[src/rtl/ecc_op_sequencer.sv]
// ecc_op_sequencer
// APB-programmed controller that drives a shared ECC encoder/decoder core
// through Encode (CTRL=0), Decode (CTRL=1) and Full Channel (CTRL=2:
// encode, XOR with NOISE, decode) operations.
//
// Ports:
//   PCLK, rst             clock, asynchronous active-high reset
//   PADDR/PSEL/PENABLE/   APB slave (no wait states); PADDR[3:2] selects
//   PWRITE/PWDATA/PRDATA  CTRL, DATA, CODEWORD_WIDTH, NOISE
//   core_start/mode/      start pulse, 0=encode 1=decode, width code and
//   width/din             masked operand presented to the core
//   core_done/dout/nerr   core result handshake
//   data_out/             latched result and error count, held until the
//   num_of_errors         next completed operation
//   operation_done        one-cycle completion pulse
//   busy                  high from start through the completion cycle
module ecc_op_sequencer #(
  parameter int AMBA_WORD       = 32,
  parameter int AMBA_ADDR_WIDTH = 20,
  parameter int DATA_WIDTH      = 32
) (
  input  logic                       PCLK,
  input  logic                       rst,
  input  logic [AMBA_ADDR_WIDTH-1:0] PADDR,
  input  logic                       PSEL,
  input  logic                       PENABLE,
  input  logic                       PWRITE,
  input  logic [AMBA_WORD-1:0]       PWDATA,
  output logic [AMBA_WORD-1:0]       PRDATA,
  output logic                       core_start,
  output logic                       core_mode,
  output logic [1:0]                 core_width,
  output logic [DATA_WIDTH-1:0]      core_din,
  input  logic                       core_done,
  input  logic [DATA_WIDTH-1:0]      core_dout,
  input  logic [1:0]                 core_nerr,
  output logic [DATA_WIDTH-1:0]      data_out,
  output logic [1:0]                 num_of_errors,
  output logic                       operation_done,
  output logic                       busy
);

  typedef enum logic [2:0] {
    S_IDLE, S_ISSUE_E, S_WAIT_E, S_ISSUE_D, S_WAIT_D, S_DONE
  } state_t;

  state_t                r_state;
  state_t                w_state_next;
  logic [1:0]            r_ctrl;
  logic [1:0]            r_width;
  logic [DATA_WIDTH-1:0] r_data;
  logic [DATA_WIDTH-1:0] r_noise;
  logic [DATA_WIDTH-1:0] r_codeword;
  logic [DATA_WIDTH-1:0] r_data_out;
  logic [1:0]            r_nerr;

  logic                  w_busy;
  logic                  w_wr_en;
  logic                  w_start;
  logic [1:0]            w_addr;
  logic [DATA_WIDTH-1:0] w_mask;

  // Address bits outside the decoded window are intentionally ignored.
  logic w_unused_addr;
  assign w_unused_addr = ^{PADDR[AMBA_ADDR_WIDTH-1:4], PADDR[1:0]};

  assign w_addr  = PADDR[3:2];
  assign w_busy  = (r_state != S_IDLE);
  // Every register is write-protected for the whole operation, DONE included.
  assign w_wr_en = PSEL & PENABLE & PWRITE & ~w_busy;
  // CTRL=3 is stored but never launches anything.
  assign w_start = w_wr_en && (w_addr == 2'd0) && (PWDATA[1:0] != 2'd3);

  always_comb begin
    w_mask = '1;
    case (r_width)
      2'd0:    w_mask = DATA_WIDTH'(8'hFF);
      2'd1:    w_mask = DATA_WIDTH'(16'hFFFF);
      default: w_mask = '1;
    endcase
  end

  // Register file.
  always_ff @(posedge PCLK or posedge rst) begin
    if (rst) begin
      r_ctrl  <= '0;
      r_data  <= '0;
      r_width <= '0;
      r_noise <= '0;
    end else if (w_wr_en) begin
      case (w_addr)
        2'd0: r_ctrl  <= PWDATA[1:0];
        2'd1: r_data  <= PWDATA[DATA_WIDTH-1:0];
        2'd2: r_width <= PWDATA[1:0];
        2'd3: r_noise <= PWDATA[DATA_WIDTH-1:0];
        default: ;
      endcase
    end
  end

  always_comb begin
    PRDATA = '0;
    if (PSEL && !PWRITE) begin
      case (w_addr)
        2'd0:    PRDATA = AMBA_WORD'(r_ctrl);
        2'd1:    PRDATA = AMBA_WORD'(r_data);
        2'd2:    PRDATA = AMBA_WORD'(r_width);
        default: PRDATA = AMBA_WORD'(r_noise);
      endcase
    end
  end

  // FSM state register.
  always_ff @(posedge PCLK or posedge rst) begin
    if (rst) r_state <= S_IDLE;
    else     r_state <= w_state_next;
  end

  // Next state and core-facing outputs. Operand and mode are derived from
  // state plus registers that cannot change while busy, so they stay stable
  // from ISSUE through WAIT without extra holding registers.
  always_comb begin
    w_state_next = r_state;
    core_start   = 1'b0;
    core_mode    = 1'b0;
    core_din     = '0;
    case (r_state)
      S_IDLE: begin
        if (w_start)
          w_state_next = (PWDATA[1:0] == 2'd1) ? S_ISSUE_D : S_ISSUE_E;
      end
      S_ISSUE_E, S_WAIT_E: begin
        core_start = (r_state == S_ISSUE_E);
        core_din   = r_data & w_mask;
        if (r_state == S_ISSUE_E)
          w_state_next = S_WAIT_E;
        else if (core_done)
          w_state_next = (r_ctrl == 2'd2) ? S_ISSUE_D : S_DONE;
      end
      S_ISSUE_D, S_WAIT_D: begin
        core_start = (r_state == S_ISSUE_D);
        core_mode  = 1'b1;
        core_din   = ((r_ctrl == 2'd2) ? (r_codeword ^ r_noise) : r_data) & w_mask;
        if (r_state == S_ISSUE_D)
          w_state_next = S_WAIT_D;
        else if (core_done)
          w_state_next = S_DONE;
      end
      S_DONE:  w_state_next = S_IDLE;
      default: w_state_next = S_IDLE;
    endcase
  end

  // Full Channel keeps the encoded word for the noisy decode pass; results
  // are captured on the transition into DONE and held afterwards.
  always_ff @(posedge PCLK or posedge rst) begin
    if (rst) begin
      r_codeword <= '0;
      r_data_out <= '0;
      r_nerr     <= '0;
    end else begin
      if (r_state == S_WAIT_E && core_done && r_ctrl == 2'd2)
        r_codeword <= core_dout;
      if (w_state_next == S_DONE && r_state != S_DONE) begin
        r_data_out <= core_dout;
        r_nerr     <= (r_state == S_WAIT_D) ? core_nerr : 2'd0;
      end
    end
  end

  assign core_width     = r_width;
  assign data_out       = r_data_out;
  assign num_of_errors  = r_nerr;
  assign operation_done = (r_state == S_DONE);
  assign busy           = w_busy;

endmodule

[config.mk]
export PLATFORM = sky130hd
export DESIGN_NAME = ecc_op_sequencer
export DESIGN_NICKNAME = d
export VERILOG_FILES = /design/src/rtl/ecc_op_sequencer.sv
export SDC_FILE = /design/constraint.sdc
export NUM_CORES = 1
export LEC_CHECK = 0
export CORE_UTILIZATION = 35
export CTS_CLUSTER_SIZE = 24
export DETAILED_ROUTE_END_ITERATION = 8
export PLACE_DENSITY = 0.66
export SYNTH_ARGS = -nofsm -noshare
export SYNTH_HDL_FRONTEND = slang
export SYNTH_SLANG_ARGS = --single-unit
[constraint.sdc]
create_clock -name PCLK -period 4.5 [get_ports PCLK]
set_clock_uncertainty 0.05 [all_clocks]
set_input_delay 0.45 -clock PCLK [delete_from_list [all_inputs] [get_ports PCLK]]
set_output_delay 0.45 -clock PCLK [all_outputs]
set_load 0.01 [all_outputs]
==> report_table.html <==
<table>
<tr><th>Metric</th><th>Value</th></tr>
<tr><th colspan="2">Run status</th></tr>
<tr><td>Outcome</td><td>complete, no violations</td></tr>
<tr><th colspan="2">Synthesis</th></tr>
<tr><td>Synth Net Count</td><td>between 500 and 600</td></tr>
<tr><td>Cell count after synthesis</td><td>505</td></tr>
<tr><td>Cell type with the largest total area after synthesis</td><td>sky130_fd_sc_hd__dfrtp_1</td></tr>
<tr><td>Area share of xor/xnor cells in the synthesized design</td><td>0.0426</td></tr>
<tr><td>Portion of synthesized cell area occupied by the leading cell type</td><td>0.505</td></tr>
<tr><td>Mean Syn Cell Area</td><td>13.4 um^2</td></tr>
<tr><td>Adder-cell share of the synthesized area</td><td>0</td></tr>
<tr><td>Fraction of the mapped netlist area in simple logic gates</td><td>0.0710</td></tr>
<tr><td>Share of flip-flops with an asynchronous set or reset</td><td>1.00</td></tr>
<tr><td>Largest cells by area after synthesis</td><td>sky130_fd_sc_hd__dfrtp_1, sky130_fd_sc_hd__mux2_2, sky130_fd_sc_hd__mux2_4</td></tr>
<tr><td>Synthesized area</td><td>0.00679 mm^2</td></tr>
<tr><td>Top flip-flop cell by instance count after synthesis</td><td>sky130_fd_sc_hd__dfrtp_1</td></tr>
<tr><td>Multiplexer share of the synthesized area</td><td>0.285</td></tr>
<tr><td>Complex-gate fraction of the synthesized area</td><td>0.0542</td></tr>
<tr><td>Combinational family with the most area after synthesis</td><td>multiplexers</td></tr>
<tr><td>Total of flip-flops plus latches after synthesis</td><td>~140</td></tr>
<tr><td>Share of the yosys chip area belonging to registers</td><td>0.505</td></tr>
<tr><td>Number of enable-type register cells in the synthesized netlist</td><td>0</td></tr>
<tr><td>Number of unique standard cell types used by synthesis</td><td>42</td></tr>
<tr><td>Warning count from the yosys run</td><td>0</td></tr>
<tr><th colspan="2">GRT</th></tr>
<tr><td>Largest net degree at the start of global routing</td><td>82</td></tr>
<tr><td>Number of antenna violations at the first check in global routing</td><td>0</td></tr>
<tr><td>Overall track demand over capacity in global routing</td><td>0.180</td></tr>
<tr><td>First-pass GRT wire length</td><td>~27000 um</td></tr>
<tr><td>Via count of the first global-routing pass</td><td>5000</td></tr>
<tr><td>GRT overflow</td><td>0</td></tr>
<tr><th colspan="2">CTS</th></tr>
<tr><td>Max Buffers Root-to-Sink</td><td>2</td></tr>
<tr><td>Total number of H-tree levels</td><td>4</td></tr>
<tr><td>Clock sink count</td><td>137</td></tr>
<tr><td>Hold Buf Count CTS</td><td>0</td></tr>
<tr><td># resized after CTS</td><td>0</td></tr>
<tr><td>Clock Latency Late Sink</td><td>0.41 ns</td></tr>
<tr><td>Cts bufs inserted</td><td>17</td></tr>
<tr><td>Post-CTS Repair Setup Buffers</td><td>0</td></tr>
<tr><td>Clk pin slew, worst setup/hold paths</td><td>0.06 ns</td></tr>
<tr><td>TritonCTS clock tree</td><td>yes</td></tr>
<tr><td>Root cell of the clock tree</td><td>sky130_fd_sc_hd__clkbuf_16</td></tr>
<tr><th colspan="2">Power</th></tr>
<tr><td>Max VDD drop</td><td>0.317 mV</td></tr>
<tr><td>Share of total power in sequential cells</td><td>0.379</td></tr>
<tr><td>Net Sw Power</td><td>0.00186 W</td></tr>
<tr><td>Logic gate share of total power</td><td>0.384</td></tr>
<tr><td>Leakage power summed over all cells</td><td>3.94 nW</td></tr>
<tr><td>Clock network fraction of design power</td><td>0.236</td></tr>
<tr><td>Switching part of the total power</td><td>0.318</td></tr>
<tr><td>Cell Pwr Density</td><td>630 mW/mm^2</td></tr>
<tr><td>Int Pwr</td><td>0.00399 W</td></tr>
<tr><th colspan="2">Critical path</th></tr>
<tr><td>Critical path endpoint category</td><td>output pin</td></tr>
<tr><td>Arrival time at the worst endpoint</td><td>between 3 and 4 ns</td></tr>
<tr><td>Critical path peak fanout</td><td>38</td></tr>
<tr><td>Cell-by-cell trace of the critical path</td><td>or3b_4 &gt; a21oi_4 &gt; buf_4 &gt; nor2_1 &gt; a211oi_1 &gt; clkdlybuf4s50_1</td></tr>
<tr><td>Delay of the slowest critical-path stage</td><td>0.63 ns</td></tr>
<tr><td>Register-to-Register Setup Slack</td><td>1.92 ns</td></tr>
<tr><td>Required time at the endpoint of the critical path</td><td>4.00 ns</td></tr>
<tr><td>CP startpoint kind</td><td>register</td></tr>
<tr><td>Setup Crit Path Kind</td><td>reg2out</td></tr>
<tr><td>CP max-delay cell</td><td>sky130_fd_sc_hd__dfrtp_1</td></tr>
<tr><th colspan="2">Final layout</th></tr>
<tr><td>Leading cell type in the layout, fill and taps excluded</td><td>sky130_fd_sc_hd__clkdlybuf4s50_1</td></tr>
<tr><td>Net count of the finished layout</td><td>773</td></tr>
<tr><td>Commonest non-fill, non-tap cells in the layout</td><td>sky130_fd_sc_hd__clkdlybuf4s50_1, sky130_fd_sc_hd__dfrtp_1, sky130_fd_sc_hd__mux2_2</td></tr>
<tr><td>Fraction of layout cells with a size suffix above 1</td><td>0.256</td></tr>
<tr><td>Number of filler instances in the final layout</td><td>1649</td></tr>
<tr><td>Final non-filler cell total</td><td>954</td></tr>
<tr><td>Layout overhead on the synthesized area</td><td>36.9%</td></tr>
<tr><td>Post-Layout Inst Area</td><td>between 0.009 and 0.01 mm^2</td></tr>
<tr><td>Count of inserted antenna diode cells</td><td>0</td></tr>
<tr><th colspan="2">Place</th></tr>
<tr><td>I/O Buffers</td><td>about 180</td></tr>
<tr><td>Half-perimeter wire length of the detailed placement result</td><td>11800 um</td></tr>
<tr><td>Final Wtd Congestion</td><td>0.810</td></tr>
<tr><td>Placed inst area</td><td>0.00871 mm^2</td></tr>
<tr><td>Placement-stage worst setup slack</td><td>1.36 ns</td></tr>
<tr><td>Total instance count after detailed placement</td><td>around 900</td></tr>
<tr><th colspan="2">Floorplan</th></tr>
<tr><td>Standard cell core area</td><td>about 0.019 mm^2</td></tr>
<tr><td>Width of the die</td><td>141 um</td></tr>
<tr><td>Placement row count</td><td>50</td></tr>
<tr><td>Die Height</td><td>141 um</td></tr>
<tr><td>Die ar.</td><td>0.0199 mm^2</td></tr>
<tr><td>Number of top-level design ports</td><td>~200</td></tr>
<tr><td>Effective utilization at floorplan</td><td>0.360</td></tr>
<tr><th colspan="2">Timing</th></tr>
<tr><td>Setup violation total in the final timing report</td><td>0</td></tr>
<tr><td>Final-report max-slew violation count</td><td>0</td></tr>
<tr><td>Final hold violations</td><td>0</td></tr>
<tr><td>Final period util</td><td>0.799</td></tr>
<tr><td>Worst hold margin</td><td>0.444 ns</td></tr>
<tr><td>Worst Slack Setup Final</td><td>0.904 ns</td></tr>
<tr><td>Sum of negative setup slack</td><td>0 ns</td></tr>
<tr><td>Unrepaired setup endpoints after global routing</td><td>no</td></tr>
<tr><td>Worst max-slew margin expressed relative to the limit</td><td>0.342</td></tr>
<tr><td>Pin slew with the least headroom to its limit</td><td>0.985 ns</td></tr>
<tr><td>Time the final worst path needs with I/O delays and setup</td><td>3.60 ns</td></tr>
<tr><td>Highest clock frequency the design can meet</td><td>278 MHz</td></tr>
<tr><th colspan="2">Routing</th></tr>
<tr><td>DR pass1 iterations</td><td>5</td></tr>
<tr><td>Number of antenna-violating nets in the routed design</td><td>0</td></tr>
<tr><td>DRC viols</td><td>0</td></tr>
<tr><td>Initial DRC count</td><td>114</td></tr>
<tr><td>Average wire per cell in the routed design</td><td>17.8 um</td></tr>
<tr><td>Final WL</td><td>17000 um</td></tr>
<tr><td>Count of vias placed by the detailed router</td><td>4671</td></tr>
<tr><td>Via-per-instance ratio</td><td>4.90</td></tr>
<tr><th colspan="2">Run</th></tr>
<tr><td>MaxCap Viol Count</td><td>0</td></tr>
<tr><th colspan="2">Min path</th></tr>
<tr><td>Hold/Removal Path Class</td><td>reg2reg</td></tr>
</table>
[power groups by stage]
stage                     Clock (W)  Combinational, W  Sequential (W)
after floorplan                   0           0.00142         0.00218
after global placement            0           0.00222         0.00219
after detailed placement          0           0.00227         0.00224
after CTS                   0.00142           0.00229         0.00222
after global routing        0.00148           0.00243         0.00230
final                       0.00138           0.00225         0.00222
[through the flow]
step | total power [W] | utilization
floorplan | 0.00361 | -
global placement | 0.00442 | 0.462
detailed placement | 0.00451 | 0.462
CTS | 0.00593 | 0.493
global route | 0.00621 | 0.493
finish | 0.00586 | 0.493
[Yosys cell counts, types with 3 or more instances]
library cell and count:
sky130_fd_sc_hd__mux2_4 30, sky130_fd_sc_hd__buf_2 10, sky130_fd_sc_hd__and3b_1 3, sky130_fd_sc_hd__xnor2_1 32, sky130_fd_sc_hd__dfrtp_1 137, sky130_fd_sc_hd__clkbuf_1 5, sky130_fd_sc_hd__mux2_1 13, sky130_fd_sc_hd__nand2_1 9
sky130_fd_sc_hd__buf_12 3, sky130_fd_sc_hd__nor2b_1 3, sky130_fd_sc_hd__a211oi_1 28, sky130_fd_sc_hd__buf_6 11, sky130_fd_sc_hd__mux2i_1 31, sky130_fd_sc_hd__mux2_2 87, sky130_fd_sc_hd__o21ai_0 3, sky130_fd_sc_hd__nor2_1 63
sky130_fd_sc_hd__inv_1 4, sky130_fd_sc_hd__a211oi_2 4
[per-layer routing]
layer | track usage | routed length, um
met1 | 0.234 | 7740
met2 | 0.293 | 8180
met3 | 0.0380 | 856
met4 | 0.0675 | 242
met5 | 0 | 0
[flip-flops by register name, summed over array words and instances (netlist names)]
name           flops
r_codeword        32
r_state            3
r_noise           32
num_of_errors      2
core_width         2
data_out          32
r_data            32
r_ctrl             2
[worst paths after layout]
| path | cells past startpoint | endpoint | from |
|---|---|---|---|
| max in group asynchronous | 3 | r_data[25]$_DFFE_PP0P_ | rst |
| max reg2reg | 5 | r_data[19]$_DFFE_PP0P_ | r_state[0]$_DFF_PP0_ |
| min | 1 | num_of_errors[0]$_DFFE_PP0P_ | num_of_errors[0]$_DFFE_PP0P_ |
| max | 6 | core_din[22] | r_state[2]$_DFF_PP0_ |
| min reg2reg | 1 | num_of_errors[0]$_DFFE_PP0P_ | num_of_errors[0]$_DFFE_PP0P_ |
| min in group asynchronous | 2 | data_out[10]$_DFFE_PP0P_ | rst |
[cell type report]
type / count / area [um^2] / share of cell area
timing repair buffer: 188 / 1860 / 0.200
sequential: 137 / 3430 / 0.369
tap: 260 / 325 / 0.0350
multi-input combinational: 333 / 3070 / 0.330
clock inverter: 14 / 146 / 0.0158
inverter: 4 / 20.0 / 0.00215
clock buffer: 18 / 439 / 0.0473
[critical path, delay by kind of cell (launching register included)]
kind                   cells  cell delay [ns]
AO/OA/AOI/OAI              2             0.47
buffers and inverters      2             1.01
flip-flops                 1             0.63
AND/OR/NAND/NOR            2             0.56
[cells by family (layout without fill, tap and decap cells)]
group | after synthesis | count (layout)
DFF | 137 | 137
muxes | 163 | 163
buffers and inverters | 35 | 224
AOI/OAI and AO/OA | 43 | 43
and+or+nand+nor | 94 | 94
xor gates and xnor gates | 33 | 33
Note: power is estimated with default switching activity, not from simulation.
